`src/rtl/core101_alu_pkg.sv`:
```
// Shared ALU micro-op encoding for the core101 execute stage.
// Used by the ALU, the issue arbiter and anything decoding uops.
package core101_alu_pkg;

  typedef logic [3:0] uop_t;

  localparam uop_t UOP_ADD   = 4'b0000;
  localparam uop_t UOP_SUB   = 4'b0001;
  localparam uop_t UOP_OR    = 4'b0010;
  localparam uop_t UOP_AND   = 4'b0011;
  localparam uop_t UOP_SLT   = 4'b0100;
  localparam uop_t UOP_SLTU  = 4'b0101;
  localparam uop_t UOP_SRA   = 4'b0110;
  localparam uop_t UOP_SRL   = 4'b0111;
  localparam uop_t UOP_BUF_A = 4'b1000;
  localparam uop_t UOP_BUF_B = 4'b1001;
  localparam uop_t UOP_SLL   = 4'b1010;

  function automatic logic uop_is_implemented(
    input uop_t uop
  );
    case (uop)
      UOP_ADD, UOP_SUB, UOP_OR, UOP_AND,
      UOP_BUF_A, UOP_BUF_B: return 1'b1;
      default:              return 1'b0;
    endcase
  endfunction

endpackage

```
`src/rtl/alu_issue_arbiter_if.sv`:
```
// Generic valid/ready channel carrying a packed payload.
// master drives valid/data, slave drives ready.
interface alu_issue_arbiter_if #(
  parameter int W = 32
);
  logic         valid;
  logic         ready;
  logic [W-1:0] data;

  modport master (
    output valid,
    output data,
    input  ready
  );

  modport slave (
    input  valid,
    input  data,
    output ready
  );
endinterface

```
`src/rtl/alu.sv`:
```
// Single-cycle shared execute ALU.
// Unimplemented uops return 0 and raise illegal.
module alu
  import core101_alu_pkg::*;
#(
  parameter int DATA_WIDTH = 32
) (
  input  logic [DATA_WIDTH-1:0] a,
  input  logic [DATA_WIDTH-1:0] b,
  input  uop_t                  uop,
  output logic [DATA_WIDTH-1:0] result,
  output logic                  illegal
);

  always_comb begin
    result  = '0;
    illegal = !uop_is_implemented(uop);
    case (uop)
      UOP_ADD:   result = a + b;
      UOP_SUB:   result = a - b;
      UOP_OR:    result = a | b;
      UOP_AND:   result = a & b;
      UOP_BUF_A: result = a;
      UOP_BUF_B: result = b;
      default:   result = '0;
    endcase
  end

endmodule

```
`src/rtl/alu_result_fifo.sv`:
```
// Small circular result FIFO; push accepted only when not full,
// independent of a same-cycle pop. Head reads as 0 when empty.
module alu_result_fifo #(
  parameter int WIDTH = 38,
  parameter int DEPTH = 2
) (
  input logic          clock_in,
  input logic          reset_in,
  alu_issue_arbiter_if.slave  push,
  alu_issue_arbiter_if.master pop
);

  localparam int PW = $clog2(DEPTH);
  localparam int CW = PW + 1;

  logic [WIDTH-1:0] mem [DEPTH];
  logic [PW-1:0]    wr_ptr;
  logic [PW-1:0]    rd_ptr;
  logic [CW-1:0]    count;
  logic             push_fire;
  logic             pop_fire;

  function automatic logic [PW-1:0] ptr_next(
    input logic [PW-1:0] p
  );
    return (p == PW'(DEPTH - 1)) ? '0 : p + 1'b1;
  endfunction

  assign push.ready = (count != CW'(DEPTH));
  assign pop.valid  = (count != '0);
  assign pop.data   = pop.valid ? mem[rd_ptr] : '0;

  assign push_fire = push.valid & push.ready;
  assign pop_fire  = pop.ready & pop.valid;

  always_ff @(posedge clock_in or posedge reset_in) begin
    if (reset_in) begin
      count  <= '0;
      wr_ptr <= '0;
      rd_ptr <= '0;
    end else begin
      count <= count + CW'(push_fire) - CW'(pop_fire);
      if (push_fire) wr_ptr <= ptr_next(wr_ptr);
      if (pop_fire)  rd_ptr <= ptr_next(rd_ptr);
    end
  end

  // Storage needs no reset: count gates every read.
  always_ff @(posedge clock_in) begin
    if (push_fire) mem[wr_ptr] <= push.data;
  end

endmodule

```
`src/rtl/alu_issue_arbiter.sv`:
```
// EX-stage round-robin arbiter sharing one ALU between the
// integer pipe (port 0) and the branch/address unit (port 1).
module alu_issue_arbiter
  import core101_alu_pkg::*;
#(
  parameter int DATA_WIDTH = 32,
  parameter int TAG_WIDTH  = 4
) (
  input  logic                  clock_in,
  input  logic                  reset_in,
  input  logic                  req0_valid_in,
  output logic                  req0_ready_out,
  input  logic [DATA_WIDTH-1:0] req0_a_in,
  input  logic [DATA_WIDTH-1:0] req0_b_in,
  input  logic [3:0]            req0_uop_in,
  input  logic [TAG_WIDTH-1:0]  req0_tag_in,
  input  logic                  req1_valid_in,
  output logic                  req1_ready_out,
  input  logic [DATA_WIDTH-1:0] req1_a_in,
  input  logic [DATA_WIDTH-1:0] req1_b_in,
  input  logic [3:0]            req1_uop_in,
  input  logic [TAG_WIDTH-1:0]  req1_tag_in,
  output logic                  res_valid_out,
  input  logic                  res_ready_in,
  output logic [DATA_WIDTH-1:0] res_data_out,
  output logic                  res_port_out,
  output logic [TAG_WIDTH-1:0]  res_tag_out,
  output logic                  res_illegal_out
);

  localparam int PW = DATA_WIDTH + TAG_WIDTH + 2;

  alu_issue_arbiter_if #(.W(PW)) push_if ();
  alu_issue_arbiter_if #(.W(PW)) pop_if ();

  logic                  last_grant;
  logic                  grant0;
  logic                  grant1;
  logic                  accept;
  logic [DATA_WIDTH-1:0] alu_a;
  logic [DATA_WIDTH-1:0] alu_b;
  uop_t                  alu_uop;
  logic [TAG_WIDTH-1:0]  sel_tag;
  logic [DATA_WIDTH-1:0] alu_result;
  logic                  alu_illegal;

  always_comb begin
    grant0 = 1'b0;
    grant1 = 1'b0;
    unique case (1'b1)
      (req0_valid_in & req1_valid_in): begin
        grant0 = last_grant;
        grant1 = ~last_grant;
      end
      (req0_valid_in & ~req1_valid_in): grant0 = 1'b1;
      (~req0_valid_in & req1_valid_in): grant1 = 1'b1;
      default: ;
    endcase
  end

  // Full FIFO blocks issue even when the head pops this cycle.
  assign accept         = push_if.ready & ~reset_in;
  assign req0_ready_out = grant0 & accept;
  assign req1_ready_out = grant1 & accept;

  always_ff @(posedge clock_in or posedge reset_in) begin
    if (reset_in) begin
      last_grant <= 1'b1;
    end else if (req0_ready_out | req1_ready_out) begin
      last_grant <= req1_ready_out;
    end
  end

  assign alu_a   = grant1 ? req1_a_in   : req0_a_in;
  assign alu_b   = grant1 ? req1_b_in   : req0_b_in;
  assign alu_uop = grant1 ? req1_uop_in : req0_uop_in;
  assign sel_tag = grant1 ? req1_tag_in : req0_tag_in;

  alu #(.DATA_WIDTH(DATA_WIDTH)) u_alu (
    .a       (alu_a),
    .b       (alu_b),
    .uop     (alu_uop),
    .result  (alu_result),
    .illegal (alu_illegal)
  );

  assign push_if.valid = req0_ready_out | req1_ready_out;
  assign push_if.data  = {alu_illegal, sel_tag,
                          req1_ready_out, alu_result};

  alu_result_fifo #(.WIDTH(PW), .DEPTH(2)) u_fifo (
    .clock_in (clock_in),
    .reset_in (reset_in),
    .push     (push_if),
    .pop      (pop_if)
  );

  assign pop_if.ready  = res_ready_in;
  assign res_valid_out = pop_if.valid;
  assign {res_illegal_out, res_tag_out,
          res_port_out, res_data_out} = pop_if.data;

endmodule

```
`config.mk`:
```
export PLATFORM = sky130hd
export DESIGN_NAME = alu_issue_arbiter
export DESIGN_NICKNAME = d
export VERILOG_FILES = /design/src/rtl/core101_alu_pkg.sv /design/src/rtl/alu_issue_arbiter_if.sv /design/src/rtl/alu.sv /design/src/rtl/alu_result_fifo.sv /design/src/rtl/alu_issue_arbiter.sv
export SDC_FILE = /design/constraint.sdc
export NUM_CORES = 1
export LEC_CHECK = 0
export BUFFER_PORTS_ARGS = -buffer_cell sky130_fd_sc_hd__buf_2
export CORE_MARGIN = 2
export CORE_UTILIZATION = 55
export DETAILED_ROUTE_END_ITERATION = 6
export PLACE_DENSITY = 0.87
export SLEW_MARGIN = 30
export SYNTH_ARGS = -nofsm -noshare
export SYNTH_HDL_FRONTEND = slang
export SYNTH_SLANG_ARGS = --single-unit
```
`constraint.sdc`:
```
create_clock -name clock_in -period 6 [get_ports clock_in]
set_clock_uncertainty 0.2 [all_clocks]
set_input_delay 0.6 -clock clock_in [delete_from_list [all_inputs] [get_ports clock_in]]
set_output_delay 0.6 -clock clock_in [all_outputs]
set_load 0.02 [all_outputs]
```
==> flow_metrics.env <==
export IMPL_areaGrowthSynthToFinish_pct=19.94
export IMPL_synth_fa_ha_area_share_pct=5.853
export IMPL_gp_congestion=0.9658
export IMPL_grt_max_degree=47
export IMPL_core_um2=13140
export IMPL_start_util_pct=55.97
export IMPL_io_pins=190
export IMPL_critPathMaxFanout=12
export IMPL_vdd_drop_max_v=0.0001693
export IMPL_route_detailed_drc=0
export IMPL_power_net_switching_mw=1.511
export IMPL_grt_pass1_vias=6907
export IMPL_yosysMostFrequentCell="nand2_1"
export IMPL_powerDensity_nw_per_um2=379.1
export IMPL_reg2reg_from="last_grant$_DFFE_PP1N_"
export IMPL_slew_viol_final=0
export IMPL_wl_per_cell_um=17.66
export IMPL_intPower_mw=1.833
export IMPL_synth_compound_area_share_pct=17.53
export IMPL_worstRegToRegCells=17
export IMPL_finalNetCount=1203
export IMPL_p_clk_share_pct=15.0
export IMPL_setup_tns_ns=0
export IMPL_critPathLaunch="last_grant$_DFFE_PP1N_"
export IMPL_required_ns=5.88
export IMPL_setup_violations=0
export IMPL_clockRootBuffer="clkbuf_16"
export IMPL_pwr_share_seq_pct=27.5
export IMPL_hold_viol=0
export IMPL_grt_total_usage_pct=29.64
export IMPL_min_period_over_period_pct=88.02
export IMPL_antenna_found_initial=1
export IMPL_r2r_end="u_fifo.mem[0][30]$_DFFE_PP_"
export IMPL_clkLatencyLatePin_ns=0.34
export IMPL_firstDrtPassIters=5
export IMPL_synth_seq_area_share_pct=32.75
export IMPL_synth_top_cells_by_count="111 x nand2_1, 103 x nor2_1, 90 x mux2i_1"
export IMPL_numCtsBuffers=9
export IMPL_synthArstFlopShare_pct=6.173
export IMPL_worst_setup_path_type="flop to flop"
export IMPL_min_path_type="input port to flop"
export IMPL_critical_path_arrival_ns=5.16
export IMPL_overflow=0
export IMPL_critPathCaptureType="flop"
export IMPL_yosys_cell_types_count=76
export IMPL_hold_ws_ns=0.3086
export IMPL_drt_iter0_drc=638
export IMPL_num_vias=7281
export IMPL_ys_flop_type="edfxtp_1"
export IMPL_num_rows=42
export IMPL_synth_edf_count=76
export IMPL_cap_violations=0
export IMPL_place_hpwl_um=15830
export IMPL_final_area_um2=8820
export IMPL_syn_inst=846
export IMPL_drive_above_1_share_pct=25.05
export IMPL_synth_avg_cell_area_um2=8.692
export IMPL_cts_buffer_depth=2
export IMPL_yosysWarnings=0
export IMPL_yosys_top_cells_area="edfxtp_1 31%, mux2i_1 12%, nand2_1 5.7%, ha_1 5.4%, nor2_1 5.3%"
export IMPL_synth_top_family_by_area="simple AND/OR/NAND/NOR gates"
export IMPL_max_slew_margin_pct=51.09
export IMPL_worstMarginPinSlew_ns=0.7318
export IMPL_synthXorXnorAreaFrac_pct=7.027
export IMPL_ys_seq_elements=81
export IMPL_die_w_um=119.6
export IMPL_crit_end="u_fifo.mem[0][30]$_DFFE_PP_"
export IMPL_vias_per_cell=6.052
export IMPL_cp_start_kind="flop"
export IMPL_synth_area_mux_share_pct=13.85
export IMPL_run_status="completed"
export IMPL_postRouteAntennaNets=0
export IMPL_combinationalPowerShare_pct=57.4
export IMPL_die_h_um=119.6
export IMPL_sw_frac_of_total_pct=45.19
export IMPL_cts_sinks=81
export IMPL_grt_first_pass_wirelength_um=33670
export IMPL_p_leak_nw=4.083
export IMPL_r2r_slack_ns=0.72
export IMPL_wirelength_um=21240
export IMPL_rsz0062_at_grt="false"
export IMPL_synth_top_area_share_pct=31.04
export IMPL_place_area_um2=8531
export IMPL_synthSimpleGateAreaFrac_pct=18.80
export IMPL_htree_levels=3
export IMPL_die_area_um2=14310
export IMPL_synth_nets=1028
export IMPL_worst_setup_hold_path_clk_slew_ns=0.06
export IMPL_fin_crit_ns=5.281
export IMPL_fmax_mhz=189.3
export IMPL_portBuffers=189
export IMPL_cts_tree="done"
export IMPL_netlist_area_um2=7353
export IMPL_yosysTopAreaCell="edfxtp_1"
-- final cells by class --
cell class,count,area [µm²]
clock inverters,7,47.55
repair buffers,208,1131
fillers,1083,4318
well taps,176,220.2
clock buffers,9,225.2
diodes,1,2.502
inverters,27,101.3
flip-flops and latches,81,2412
multi-input cells,694,4679
-- power groups by stage --
stage	Sequential, mW	Combinational (mW)	Clock [mW]
6_report	0.920	1.92	0.503
5_1_grt	0.937	2.09	0.523
4_1_cts	0.919	1.90	0.505
3_5_place_dp	0.931	1.89	0
3_3_place_gp	0.923	1.84	0
2_1_floorplan	0.849	1.42	0
-- sequential cells by signal (all words and copies together) (netlist names) --
name           count
u_fifo.mem        76
u_fifo.count       2
u_fifo.wr_ptr      1
u_fifo.rd_ptr      1
last_grant         1
-- metrics by stage --
stage | utilization, % | cells | power [mW] | worst slack, ns
finish | 67.13 | 1203 | 3.344 | 0.7186
floorplan | - | 846 | 2.269 | 1.242
detailed placement | 64.93 | 1185 | 2.816 | 0.5025
CTS | 67.09 | 1202 | 3.324 | 0.6715
global route | 67.13 | 1203 | 3.549 | 0.4252
global placement | 64.50 | 1183 | 2.762 | 0.5358
-- worst min path at each step --
stage,cells after the start,end,start
final,2,last_grant$_DFFE_PP1N_,req0_valid_in
after CTS,2,last_grant$_DFFE_PP1N_,req0_valid_in
after floorplan,1,u_fifo.count[0]$_DFF_PP0_,reset_in
after global placement,1,u_fifo.count[1]$_DFF_PP0_,u_fifo.count[1]$_DFF_PP0_
after global routing,2,last_grant$_DFFE_PP1N_,req0_valid_in
after detailed placement,1,u_fifo.count[1]$_DFF_PP0_,u_fifo.count[1]$_DFF_PP0_
-- worst max-delay path: stages, from the launching register on --
cell and delay, ns:
dfstp_2 0.59, a21bo_4 0.27, buf_4 0.29, mux2i_4 0.34, nand3_2 0.17, nor4b_1 0.48
and2_1 0.21, a21oi_1 0.08, xor2_1 0.18, ha_1 0.40, o21ai_0 0.19, nor2_1 0.06
or3_1 0.34, a31oi_1 0.25, o2111ai_1 0.20, o21ai_1 0.32, o21ai_1 0.15, a211o_1 0.29
-- routing by layer --
metal  vias to the layer above  track usage, %  part of all wire (%)
met5                         -               0                     0
met3                        64           3.660                   7.1
met2                       371           51.68                    49
met4                         0           13.68                   3.7
met1                      3421           36.59                    40
li1                       3425               -                     -
-- cells by family (layout without fill, tap and decap cells) --
| logic type | count (synthesis) | after routing |
|---|---|---|
| AND/OR/NAND/NOR | 300 | 300 |
| AO/OA/AOI/OAI | 204 | 204 |
| multiplexers | 97 | 97 |
| flip-flops | 81 | 81 |
| buffers and inverters | 71 | 251 |
| XOR/XNOR | 59 | 59 |
| adder cells (fa/ha/maj) | 34 | 34 |
| other | 0 | 1 |
-- layout by cell type (no fill, tap or decap), types with 6 or more instances in the layout --
master     Yosys  final
buf_2         15    189
nand2_1      111    111
nor2_1       103    100
mux2i_1       90     90
o21ai_0       77     77
edfxtp_1      76     76
a21oi_1       38     38
xor2_1        34     34
ha_1          32     32
inv_1         27     27
xnor2_1       25     25
nand3_1       16     16
buf_4          1     16
o211ai_1      15     15
nor3_1        14     14
a21o_1        15     14
clkbuf_16      0      9
and2_1         7      7
or3_1          6      6
o31ai_1        6      6
a31oi_1        6      6
nand2b_1       6      6
o21ai_1        7      6
-- repair_timing --
| item | CTS | global route |
|---|---|---|
| hold buffers | 1 | 0 |
| gates resized for setup | 0 | 0 |
| hold endpoints to repair | 4 | 0 |
| buffers inserted | 0 | 0 |
| endpoints found under the setup margin | 0 | 0 |
Note: power is estimated with default switching activity, not from simulation.
